## config.mk

```make
export PLATFORM = sky130hd
export DESIGN_NAME = uart_io_ctrl
export DESIGN_NICKNAME = d
export VERILOG_FILES = /design/src/rtl/uart_io_ctrl.sv
export SDC_FILE = /design/constraint.sdc
export NUM_CORES = 1
export LEC_CHECK = 0
export ABC_AREA = 1
export BUFFER_PORTS_ARGS = -buffer_cell sky130_fd_sc_hd__buf_2
export CORE_MARGIN = 4
export CORE_UTILIZATION = 50
export CTS_CLUSTER_DIAMETER = 30
export CTS_CLUSTER_SIZE = 10
export DETAILED_ROUTE_END_ITERATION = 12
export PLACE_DENSITY = 0.76
export SYNTH_ARGS = -nofsm -noshare
export SYNTH_HDL_FRONTEND = slang
export SYNTH_SLANG_ARGS = --single-unit
```

## constraint.sdc

```tcl
create_clock -name clk -period 2.4 [get_ports clk]
set_input_delay 0.24 -clock clk [delete_from_list [all_inputs] [get_ports clk]]
set_output_delay 0.24 -clock clk [all_outputs]
set_load 0.01 [all_outputs]
```

## src/rtl/uart_io_ctrl.sv

```systemverilog
// LSU-facing UART register window with a TX FIFO feeding a valid/ready transmitter.
// Optional RX holding register enabled by defining UART_RX_BUF_EN.
module uart_io_ctrl #(
  parameter int FIFO_DEPTH = 4
) (
  input  logic        clk,
  input  logic        rst_n,
  input  logic        lsu_req,
  input  logic        lsu_we,
  input  logic [1:0]  lsu_addr,
  input  logic [7:0]  lsu_wdata,
  output logic [31:0] lsu_rdata,
  output logic        lsu_stall,
  input  logic        uart_tx_ready,
  output logic        uart_tx_en,
  output logic [7:0]  uart_tx_data,
  input  logic        uart_rx_valid,
  input  logic [7:0]  uart_rx_data
);

  localparam int PW = $clog2(FIFO_DEPTH);
  localparam int CW = PW + 1;

  typedef enum logic {IDLE, SEND} state_t;

  state_t          state_q, state_d;
  logic [7:0]      fifo_mem [FIFO_DEPTH];
  logic [PW-1:0]   wr_ptr, rd_ptr;
  logic [CW-1:0]   count;
  logic            fifo_empty, fifo_full;
  logic            tx_wr, push, pop;
  logic [7:0]      tx_data_q;
  logic [7:0]      rx_byte;
  logic            rx_avail, rx_overrun;

  assign fifo_empty = (count == '0);
  assign fifo_full  = (count == CW'(FIFO_DEPTH));
  assign tx_wr      = lsu_req & lsu_we & (lsu_addr == 2'd0);
  // Full is judged on the registered count, so a same-cycle pop never admits a push.
  assign push       = tx_wr & ~fifo_full;
  assign lsu_stall  = rst_n & tx_wr & fifo_full;

  always_ff @(posedge clk) begin
    if (!rst_n) state_q <= IDLE;
    else        state_q <= state_d;
  end

  always_comb begin
    state_d = state_q;
    case (state_q)
      IDLE: if (!fifo_empty) state_d = SEND;
      SEND: if (uart_tx_ready && fifo_empty) state_d = IDLE;
      default: state_d = IDLE;
    endcase
  end

  always_comb begin
    pop = 1'b0;
    case (state_q)
      IDLE: pop = ~fifo_empty;
      SEND: pop = uart_tx_ready & ~fifo_empty;
      default: pop = 1'b0;
    endcase
  end

  assign uart_tx_en   = rst_n & (state_q == SEND);
  assign uart_tx_data = tx_data_q;

  always_ff @(posedge clk) begin
    if (push) fifo_mem[wr_ptr] <= lsu_wdata;
  end

  always_ff @(posedge clk) begin
    if (!rst_n) begin
      wr_ptr    <= '0;
      rd_ptr    <= '0;
      count     <= '0;
      tx_data_q <= '0;
    end else begin
      if (push) wr_ptr <= wr_ptr + 1'b1;
      if (pop) begin
        rd_ptr    <= rd_ptr + 1'b1;
        tx_data_q <= fifo_mem[rd_ptr];
      end
      count <= count + CW'(push) - CW'(pop);
    end
  end

`ifdef UART_RX_BUF_EN
  logic rd_rx;
  assign rd_rx = lsu_req & ~lsu_we & (lsu_addr == 2'd2);

  // A capture coinciding with a clearing read wins: byte stays available, no overrun.
  always_ff @(posedge clk) begin
    if (!rst_n) begin
      rx_byte    <= '0;
      rx_avail   <= 1'b0;
      rx_overrun <= 1'b0;
    end else if (uart_rx_valid) begin
      rx_byte    <= uart_rx_data;
      rx_avail   <= 1'b1;
      rx_overrun <= rd_rx ? 1'b0 : (rx_overrun | rx_avail);
    end else if (rd_rx) begin
      rx_avail   <= 1'b0;
      rx_overrun <= 1'b0;
    end
  end
`else
  logic rx_unused;
  assign rx_unused  = ^{uart_rx_valid, uart_rx_data};
  assign rx_byte    = '0;
  assign rx_avail   = 1'b0;
  assign rx_overrun = 1'b0;
`endif

  always_comb begin
    lsu_rdata = '0;
    if (lsu_req && !lsu_we) begin
      case (lsu_addr)
        2'd1:    lsu_rdata = {27'd0, rx_overrun, rx_avail, fifo_full, fifo_empty,
                              (state_q == SEND)};
        2'd2:    lsu_rdata = {24'd0, rx_byte};
        default: lsu_rdata = '0;
      endcase
    end
  end

endmodule

```

==> out/qor.txt <==
clock sink total: 48
Clock Power Share: 23.4%
core area: 0.004786 mm2
global-route wire length before repair: 6.906 mm
switching share of power: 35.92%
vias: 1668
final global-route overflow total: 0
Netlist cell types: 26
P per Cell Area: 979.5 mW/mm2
Critical Path End Type: register
measured slew at the worst slew-check pin: 0.8177 ns
Max VDD drop: 0.0006928 V
Worst R2R Path Depth: 10
cts hold-fix bufs: 0
Total GRT Usage: 14.54%
pre-CTS setup slack: 0.3349 ns
Seq/Total Area, Yosys: 51.30%
PnR worst setup slack: 0.3310 ns
clk slew on worst S/H paths: 0.08 ns
vias in the first global route: 1523
worst path cell trace: inv_2 > nand3_1 > nand2_2 > ha_1 > inv_1 > ha_1 > inv_1 > fa_1 > o21ai_1 > a21oi_1
Fillers: 443
NetSw: 0.0009513 W
initial antenna violation count: 0
Cell Area, Synth: 0.002497 mm2
Worst R2R Start: count[1]
nets: 349
CTS tree: built
die area: 0.006190 mm2
Cell Count, Final, Fillers Out: 386
clock buffer depth: 2
# rows: 25
flop2flop setup slack: 0.33 ns
Tcrit/Tclk final: 86.21%
Area Overhead vs Synth: 8.266%
Max-Cap Viols: 0
CP Data Arrival Time: 2.26 ns
ratio of cells with drive above 1 in the final layout: 25.08%
Final Hold Fails: 0
Max stage delay on crit path: 0.41 ns
Vias/cell: 4.321
I/O Buffers: 27
initial DRC count: 61
io pins: 66
Ant. Diodes: 0
RD Place Congestion: 0.7296
setup TNS: 0 ns
post-route ant nets: 0
hold endpoint: fifo_mem[0][6]
post-cts repair resize count: 0
Routed WL: 4.147 mm
WL per Instance: 10.74 um
crit path time final: 2.069 ns
root buf cell: clkbuf_8
clk_lat worst skew: 0.30 ns
largest net degree at the start of global routing: 20
kind of critical path: register to register
Tightest Hold Check Type: primary input to register
Worst slew margin: 45.41%
RSZ-0062 raised after global routing: no
clk_skew: 0.006118 ns
detailed placement HPWL: 2.923 mm
Ys Warns: 0
Num CTS Buffers: 5
chip width: 78.68 um
syn_area_per_cell: 8.732 um2
Starting Density: 52.18%
die height: 78.68 um
sequential share of power: 42.1%
reg2reg end: count[2]
combinational power share: 34.6%
hold path start: lsu_wdata[6]
Final Max Slew Viols: 0
synthesized instance count: 286
final setup fails: 0
required time of the critical path: 2.59 ns
outcome: finished clean
DP Cell Count: 378
Static Leak: 1.352 nW
Yosys reg bits: 48
post-CTS setup repair buffer count: 0
1st-pass router iterations: 4
internal power: 0.001697 W
htree depth: 2
fmax: 0.4833 GHz
critical path fanouts, max: 7
DRC viols: 0
Min-Delay Path Depth: 1
Startpoint Class: register
Worst path slowest cell: fa_1
-- area by class of cell --
class	count	area, um2	share of cell area [%]
Clock buffer	7	96.34	3.563
Clock inverter	1	30.03	1.111
Inverter	63	245.2	9.070
Multi-Input combinational cell	168	794.5	29.38
Sequential cell	48	1281	47.39
Tap cell	67	83.83	3.100
Timing Repair Buffer	32	172.7	6.386
-- sequential cells by signal, summed over array words and instances (netlist names) --
| register | cells |
|---|---|
| fifo_mem | 32 |
| uart_tx_data | 8 |
| count | 3 |
| rd_ptr | 2 |
| wr_ptr | 2 |
| state_q | 1 |
-- power by group through the flow --
stage | clock network [W] | registers [W] | logic [W]
global placement | 0 | 0.00113 | 0.000889
floorplan | 0 | 0.00112 | 0.000810
global route | 0.000670 | 0.00114 | 0.00107
finish | 0.000619 | 0.00111 | 0.000916
detailed placement | 0 | 0.00113 | 0.000925
CTS | 0.000644 | 0.00112 | 0.000929
-- per-layer routing --
| layer | part of all wire (%) | global-route usage [%] | vias to the layer above |
|---|---|---|---|
| li1 | - | - | 866 |
| met1 | 40 | 15.75 | 748 |
| met2 | 51 | 26.06 | 47 |
| met3 | 7.0 | 4.358 | 7 |
| met4 | 1.8 | 6.294 | 0 |
| met5 | 0 | 0 | - |
-- layout by cell type, fill, tap and decap left out, types with 10 or more instances in the layout --
cell and instances:
conb_1 29, nand2_2 10, nand3_1 18, inv_2 23, nor2_1 30, edfxtp_1 32
inv_1 38, buf_2 27, dfxtp_1 16, nand2_1 62
-- how the worst max path moves through the flow --
stage,end,start,slack [ns]
2_1_floorplan,count[2],count[1],0.52
3_3_place_gp,count[2],count[1],0.40
3_5_place_dp,count[2],count[1],0.33
4_1_cts,count[2],count[1],0.31
5_1_grt,count[2],count[1],0.15
6_report,count[2],count[1],0.33
-- worst max-delay path, delay by kind of cell, from the launching register on --
kind                       cells  cell delay [ns]
and+or+nand+nor                2             0.31
adders and majority gates      3             0.85
buffers and inverters          3             0.18
DFF                            1             0.40
AOI/OAI and AO/OA              2             0.22
-- through the flow --
step                      hold WS (ns)  util [%]  power, W  cell area [um2]
after floorplan                 0.3389         -  0.001927             2603
after global placement          0.4538     53.86  0.002018             2577
after detailed placement        0.4583     53.86  0.002057             2577
after CTS                       0.1369     56.50  0.002688             2704
after global routing            0.1341     56.50  0.002876             2704
final                           0.1493     56.50  0.002648             2704
-- cells in the mapped netlist --
| cell type | count | area share (%) |
|---|---|---|
| nand3_2 | 1 | 0.40 |
| buf_12 | 1 | 0.80 |
| nand3_1 | 18 | 3.6 |
| nand3b_1 | 1 | 0.30 |
| inv_2 | 23 | 3.5 |
| o21ai_1 | 3 | 0.60 |
| buf_6 | 3 | 1.4 |
| a21oi_2 | 1 | 0.35 |
| nand3_4 | 1 | 0.70 |
| inv_1 | 38 | 5.7 |
| dfxtp_1 | 16 | 13 |
| conb_1 | 1 | 0.15 |
| nand2_4 | 1 | 0.45 |
| nor4_1 | 1 | 0.25 |
| buf_2 | 2 | 0.40 |
| buf_4 | 29 | 8.7 |
| edfxtp_1 | 32 | 38 |
| ha_1 | 6 | 3.0 |
| nor2_2 | 1 | 0.25 |
| nand2_2 | 10 | 2.5 |
| clkinv_2 | 1 | 0.20 |
| a21oi_1 | 2 | 0.40 |
| nand2_1 | 62 | 9.3 |
| inv_8 | 1 | 0.45 |
| nor2_1 | 30 | 4.5 |
| fa_1 | 1 | 0.80 |
-- kinds of logic after synthesis --
group           Yosys count  share of synthesized area (%)
compound gates            6                          1.353
flops                    48                          51.30
simple gates            126                          22.30
fa+ha+maj                 7                          3.808
buf+inv                  98                          21.09
other cells               1                         0.1502
No activity file was read; power rests on OpenSTA's default activity.
